File: src/rtl/sti_pkg.sv
// sti_pkg: shared state encoding, length codes, cfg field offsets and
// length-to-bit-count helper for the serial transmitter load arbiter.
package sti_pkg;
   typedef enum logic [2:0] {
      ST_IDLE  = 3'd0,
      ST_ARB   = 3'd1,
      ST_LOAD  = 3'd2,
      ST_SHIFT = 3'd3,
      ST_GAP   = 3'd4,
      ST_DONE  = 3'd5
   } state_t;
   localparam logic [1:0] LEN_8  = 2'b00;
   localparam logic [1:0] LEN_16 = 2'b01;
   localparam logic [1:0] LEN_24 = 2'b10;
   localparam logic [1:0] LEN_32 = 2'b11;
   localparam int DATA_W   = 16;
   localparam int CFG_W    = 6;
   localparam int CFG_END  = 0;
   localparam int CFG_LOW  = 1;
   localparam int CFG_MSB  = 2;
   localparam int CFG_FILL = 3;
   localparam int CFG_LEN  = 4;
   // 00/01/10/11 -> 8/16/24/32 bits
   function automatic logic [5:0] len_bits(input logic [1:0] len);
      return {1'b0, len, 3'b000} + 6'd8;
   endfunction
endpackage

File: src/rtl/rr_picker.sv
// rr_picker: round-robin selection of the first pending requester at or after ptr.
module rr_picker #(
   parameter int N = 4
) (
   input  logic [N-1:0] req,
   input  logic [2:0]   ptr,
   output logic [N-1:0] grant,
   output logic [2:0]   idx,
   output logic         any
);
   logic [7:0] req8;
   logic [7:0] grant8;
   logic [2:0] j;
   assign req8  = 8'(req);
   assign grant = grant8[N-1:0];
   always_comb begin
      grant8 = '0;
      idx    = '0;
      any    = 1'b0;
      j      = '0;
      for (int k = 0; k < N; k++) begin
         j = 3'((int'(ptr) + k) % N);
         if (!any && req8[j]) begin
            any       = 1'b1;
            idx       = j;
            grant8[j] = 1'b1;
         end
      end
   end
endmodule

File: src/rtl/sti_load_arbiter.sv
// sti_load_arbiter: round-robin arbiter feeding words to a serial transmitter.
// Define STI_ARB_WDOG_EN to add the so_valid stall watchdog driving err.
module sti_load_arbiter
   import sti_pkg::*;
#(
   parameter int NUM_REQ = 4,
   parameter int GAP_CYC = 1
) (
   input  logic                  clk,
   input  logic                  reset,
   input  logic [NUM_REQ-1:0]    req_valid,
   input  logic [16*NUM_REQ-1:0] req_data,
   input  logic [6*NUM_REQ-1:0]  req_cfg,
   output logic [NUM_REQ-1:0]    req_ready,
   output logic                  load,
   output logic [15:0]           pi_data,
   output logic [1:0]            pi_length,
   output logic                  pi_fill,
   output logic                  pi_msb,
   output logic                  pi_low,
   output logic                  pi_end,
   input  logic                  so_valid,
   output logic                  busy,
   output logic [2:0]            grant_id,
   output logic                  done,
   output logic                  err
);
   localparam logic [2:0] LAST_REQ = 3'(NUM_REQ - 1);
   localparam logic [2:0] GAP_LAST = 3'(GAP_CYC == 0 ? 0 : GAP_CYC - 1);
   state_t              state, nxt;
   logic [2:0]          rr_ptr;
   logic [5:0]          bit_cnt;
   logic [2:0]          gap_cnt;
   logic [NUM_REQ-1:0]  pick_grant;
   logic [2:0]          pick_idx;
   logic                pick_any;
   logic [DATA_W-1:0]   data;
   logic [CFG_W-1:0]    cfg;
   logic                take;
   logic                shift_done;
   logic                wd_fire;
   rr_picker #(.N(NUM_REQ)) u_pick (
      .req   (req_valid),
      .ptr   (rr_ptr),
      .grant (pick_grant),
      .idx   (pick_idx),
      .any   (pick_any)
   );
   always_comb begin
      data = '0;
      cfg  = '0;
      for (int i = 0; i < NUM_REQ; i++) begin
         if (pick_grant[i]) begin
            data = req_data[16*i +: 16];
            cfg  = req_cfg[6*i +: 6];
         end
      end
   end
   assign take       = state == ST_ARB && pick_any;
   assign shift_done = so_valid && (bit_cnt + 6'd1 == len_bits(pi_length));
   assign req_ready  = state == ST_ARB ? pick_grant : '0;
   assign busy       = state inside {ST_ARB, ST_LOAD, ST_SHIFT, ST_GAP};
   assign done       = state == ST_DONE;
`ifdef STI_ARB_WDOG_EN
   logic [3:0] wd_cnt;
   // fires on the 15th consecutive silent SHIFT cycle
   assign wd_fire = state == ST_SHIFT && !so_valid && wd_cnt == 4'd14;
   always_ff @(posedge clk or posedge reset) begin
      if (reset) begin
         wd_cnt <= '0;
         err    <= 1'b0;
      end else begin
         wd_cnt <= (state == ST_SHIFT && !so_valid) ? wd_cnt + 4'd1 : 4'd0;
         err    <= wd_fire;
      end
   end
`else
   assign wd_fire = 1'b0;
   assign err     = 1'b0;
`endif
   always_comb begin
      nxt = state;
      case (state)
         ST_IDLE:  nxt = |req_valid ? ST_ARB : ST_IDLE;
         ST_ARB:   nxt = pick_any ? ST_LOAD : ST_IDLE;
         ST_LOAD:  nxt = ST_SHIFT;
         ST_SHIFT: nxt = shift_done ? (pi_end ? ST_DONE : (GAP_CYC == 0 ? ST_IDLE : ST_GAP))
                       : wd_fire ? ST_IDLE : ST_SHIFT;
         ST_GAP:   nxt = gap_cnt == GAP_LAST ? ST_IDLE : ST_GAP;
         default:  nxt = state;
      endcase
   end
   always_ff @(posedge clk or posedge reset) begin
      if (reset) begin
         state     <= ST_IDLE;
         rr_ptr    <= '0;
         bit_cnt   <= '0;
         gap_cnt   <= '0;
         load      <= 1'b0;
         pi_data   <= '0;
         pi_length <= '0;
         pi_fill   <= 1'b0;
         pi_msb    <= 1'b0;
         pi_low    <= 1'b0;
         pi_end    <= 1'b0;
         grant_id  <= '0;
      end else begin
         state   <= nxt;
         load    <= take;
         gap_cnt <= state == ST_GAP ? gap_cnt + 3'd1 : 3'd0;
         if (take) begin
            pi_data   <= data;
            pi_length <= cfg[CFG_LEN +: 2];
            pi_fill   <= cfg[CFG_FILL];
            pi_msb    <= cfg[CFG_MSB];
            pi_low    <= cfg[CFG_LOW];
            pi_end    <= cfg[CFG_END];
            grant_id  <= pick_idx;
            rr_ptr    <= pick_idx == LAST_REQ ? 3'd0 : pick_idx + 3'd1;
            bit_cnt   <= '0;
         end else if (state == ST_SHIFT && so_valid) begin
            bit_cnt <= bit_cnt + 6'd1;
         end
      end
   end
endmodule

File: config.mk
export PLATFORM = sky130hd
export DESIGN_NAME = sti_load_arbiter
export DESIGN_NICKNAME = d
export VERILOG_FILES = /design/src/rtl/sti_pkg.sv /design/src/rtl/rr_picker.sv /design/src/rtl/sti_load_arbiter.sv
export SDC_FILE = /design/constraint.sdc
export NUM_CORES = 1
export LEC_CHECK = 0
export BUFFER_PORTS_ARGS = -buffer_cell sky130_fd_sc_hd__buf_4
export CORE_UTILIZATION = 54
export DETAILED_ROUTE_END_ITERATION = 12
export MAX_ROUTING_LAYER = met4
export PLACE_DENSITY_LB_ADDON = 0.05
export SETUP_SLACK_MARGIN = 0.02
export SLEW_MARGIN = 20
export SYNTH_ARGS = -nofsm -noshare
export SYNTH_HDL_FRONTEND = slang
export SYNTH_SLANG_ARGS = --single-unit
File: constraint.sdc
create_clock -name clk -period 7.4 [get_ports clk]
set_input_delay 0.74 -clock clk [delete_from_list [all_inputs] [get_ports clk]]
set_output_delay 0.74 -clock clk [all_outputs]
set_load 0.1 [all_outputs]
---- After elaboration in Yosys (flattened, before gate mapping) ----
Index checks and enable logic that the tools add are counted.
word-level totals
  register bits ........................... 40
  bits of input ports ..................... 95
  output and inout port bits .............. 33
  logic and storage cells ................. 109
operators by class
  add/sub/neg operators ................... 7
  magnitude comparators ................... 8
  equality and inequality tests ........... 7
  multiplexer cells ....................... 47
  bitwise logic cells ..................... 6
  reduce and logical (&&, ||, !) cells .... 22
operator list
  kind                                                                           number
  16-bit two-way mux                                                             4
  6-bit two-way mux                                                              6
  4-bit two-way mux                                                              5
  3-bit two-way mux                                                              6
  3-bit one-hot mux with 5 select lines                                          1
  1-bit two-way mux                                                              14
  3-bit by 4-bit less-than comparator with 1-bit output (second input constant)  3
  4-bit bitwise OR                                                               3
  1-bit logical AND                                                              10
  1-bit binary-select mux with 3-bit select                                      3
  1-bit demux with 3-bit select                                                  3
  3-bit by 2-bit equality test with 1-bit output (second input constant)         3
  3-bit by 1-bit >= comparator with 1-bit output (second input constant)         3
  5-bit by 4-bit adder with 6-bit output (second input constant)                 1
  6-bit by 1-bit adder with 6-bit output (second input constant)                 1
  3-bit equality test (second input constant)                                    2
  6-bit equality test                                                            1
  3-bit zero test                                                                2
  2-bit two-way mux                                                              3
  2-bit OR reduction                                                             3
  5-bit nonzero test                                                             1
  2-bit by 1-bit adder with 2-bit output (second input constant)                 2
  2-bit adder (second input constant)                                            2
  2-bit by 4-bit less-than comparator with 1-bit output (second input constant)  1
  10 further kinds                                                               14

---- Depth between registers and ports, before layout ----
  depth after elaboration ................. 17
  mapped depth ............................ 11
  depth with buffers taken out ............ 8

---- By module ----
A second synthesis with hierarchy kept.
second synthesis, totals
  cells, all modules ...................... 338
  area total of the unflattened synthesis .. 2865.2 um^2
by module, submodules not included
  module            times used  cells each  area each (um^2)  sequential area each (um^2)
  sti_load_arbiter  1           291         2431.1            1026.0
  rr_picker         1           47          434.2             0.0

---- Worst setup path after synthesis ----
OpenSTA, ideal clock, no wires.
  path kind ............................... reg2out
  start ................................... register (tool-made name)
  end ..................................... output port req_ready[3]
  arrival time ............................ 3.719 ns
  required time ........................... 6.660 ns
  path slack .............................. 2.941 ns
  stages on the path, launching flop included .. 11
  path buffers ............................ 3
  path through ............................ dfrtp_1 buf_6 inv_1 ha_1 buf_2 mux4_2 nor2b_1 o31ai_1 a21o_1 buf_2 nor2b_1
RTL lines
  what           line                    text
  end, declared  sti_load_arbiter.sv:14  output logic [NUM_REQ-1:0] req_ready,

==> results.ini <==
[outcome]
status = completed

[yosys]
synth_edf_count = 0
ys_seq_elements = 39
ys_top_cells_by_count = 42 x nor2_1, 39 x dfrtp_1, 33 x inv_1
synthMostInstantiatedCell = nor2_1
ys_warn_count = 0
ys.flop_type = dfrtp_1
yosysSeqAreaShare_pct = 29.65
syn_area_um2 = 3292
ys_top_cells_by_area = dfrtp_1 30%, a221oi_2 9.1%, a211oi_1 5.7%
async_flop_share_pct = 100.0
synth_top_cell_by_area = dfrtp_1
synthDominantCellAreaShare_pct = 29.65
yosysUniqueCellTypes = 51
synth_cells = 386
syn_avg_cell_area_um2 = 8.528

[die]
dieArea_um2 = 6412
die_h_um = 80.08
die_width_um = 80.08
core.rowCount = 28
core-area_um2 = 5886
start_util_pct = 55.93
num_io_pins = 128

[sta]
final.setup.tns_ns = 0
finalCriticalPeriod_ns = 5.010
relSlewSlack_pct = 36.19
maxSlewViolCount = 0
worstMarginPinSlew_ns = 0.9561
fmax_mhz = 199.6
finalHoldViolations = 0
grt_setup_unrepaired = false
skew_ns = 0.01197
setup-violations-final = 0
fin_crit_sh_pct = 67.71

[cts]
cts_sinks = 39
cts_buffers = 5
cts_tree = yes
clock_latency_ns = 0.30
postCtsHoldBufs = 0
postCtsSetupBuffers = 0
cts_buffer_depth = 2
cts_root_buf = clkbuf_8
htree_levels = 2
clkTransAtPathRegs_ns = 0.09
cts_resized = 0

[global_routing]
grt_pass1_vias = 3096
grtUsageTotal_pct = 29.90
grt_pass1_wl_mm = 14.48
antenna_found_initial = 0
grt_overflow = 0
grt_max_degree = 40

[final_layout]
final_nets = 591
multiInputGateArea_um2 = 1996
diodes = 0
regArea_um2 = 975.9
area_delta_synth_final_pct = 29.27
drive_above_1_share_pct = 34.02
n_fill_cell = 488

[routing]
via_per_inst = 6.007
drt_pass1_iterations = 5
ant_nets = 0
totalWireLength_mm = 9.456
wl_per_cell_um = 16.89
drtIter0Drc = 182
drc = 0
vias = 3364

[hold_path]
hp-class = reg2reg

[place]
place_hpwl_mm = 6.729
place_congestion = 0.9246
portBuffers = 125

[critical_path]
worstPathArrival_ns = 4.27
cp_max_fo = 25
startpoint_type = flop
critPathKind = reg2out
critPathCaptureType = output pin
worst_ep_required_time_ns = 6.66

[job]
maxCapViolCount = 0

## layout by cell type (no fill, tap or decap), drive strengths merged, types with 2 or more instances in the layout
master / instances
a21oi: 28
o22ai: 24
o21ai: 28
clkinv: 2
nand2: 20
a21o: 3
ha: 12
nor2b: 4
a221oi: 22
buf: 127
xnor2: 10
a221o: 2
and3: 3
o211a: 2
dfrtp: 39
conb: 2
mux4: 3
xor2: 3
nor3: 6
nand3: 6
a211oi: 25
mux2i: 7
nand2b: 4
nor2: 42
clkbuf: 5
inv: 33
## cell families after synthesis
| family | synth area share [%] |
|---|---|
| AOI/OAI and AO/OA | 34.51 |
| and+or+nand+nor | 13.27 |
| other | 0.1139 |
| DFF | 29.65 |
| buffers and inverters | 10.26 |
| muxes | 4.181 |
| xor gates and xnor gates | 3.459 |
| adders and majority gates | 4.561 |
## worst max-delay path: stages (launching register included)
cell and delay [ns]:
dfrtp_1 0.80, inv_1 0.29, ha_1 0.57, mux4_2 0.43
nor2b_1 0.17, o31ai_1 0.48, a21o_1 0.71, nor2b_1 0.21
buf_4 0.30
## final timing paths
check / start / to / slack, ns / cells after the start
min: gap_cnt[0]$_DFF_PP0_ / gap_cnt[0]$_DFF_PP0_ / 0.47 / 1
min in group asynchronous: reset / state[2]$_DFFE_PP0P_ / 0.57 / 3
max in group asynchronous: reset / pi_data[2]$_DFFE_PP0N_ / 6.46 / 3
min reg2reg: gap_cnt[0]$_DFF_PP0_ / gap_cnt[0]$_DFF_PP0_ / 0.47 / 1
max: flop / req_ready[3] / 2.39 / 8
max reg2reg: flop / pi_data[14]$_DFFE_PP0N_ / 3.40 / 8
## registers in the layout, summed over array words and instances, names as in the netlist, named ones only
signal and count:
rr_ptr 1, pi_fill 1, pi_low 1, load 1
pi_length 2, bit_cnt 6, pi_msb 1, pi_end 1
state 3, pi_data 16, grant_id 2, gap_cnt 3
## final cells by class
class	count	share of cell area [%]
well taps	75	2.205
multi-input cells	278	46.90
clock buffers	5	1.617
flip-flops and latches	39	22.93
repair buffers	127	22.41
clock inverters	3	1.029
inverters	33	2.911
## metrics by stage
step	setup WS (ns)	utilization, %	instances	area, um^2	hold slack, ns
floorplan	2.941	-	387	3296	0.4292
global placement	3.012	70.24	552	4134	0.4494
detailed placement	2.881	70.24	552	4134	0.4506
CTS	2.558	72.15	560	4247	0.4618
global route	2.135	72.30	560	4255	0.4887
finish	2.390	72.30	560	4255	0.4655
## metal layers
| metal | GRT usage (%) | part of all wire [%] | up-vias |
|---|---|---|---|
| met5 | - | 0 | - |
| met2 | 51.37 | 50 | 137 |
| met4 | 8.571 | 1.6 | 0 |
| li1 | - | - | 1597 |
| met3 | 4.545 | 5.6 | 12 |
| met1 | 36.51 | 42 | 1618 |
Power is not shown: default switching activity piles up to over one toggle a cycle in this logic, so the estimate is an artifact.
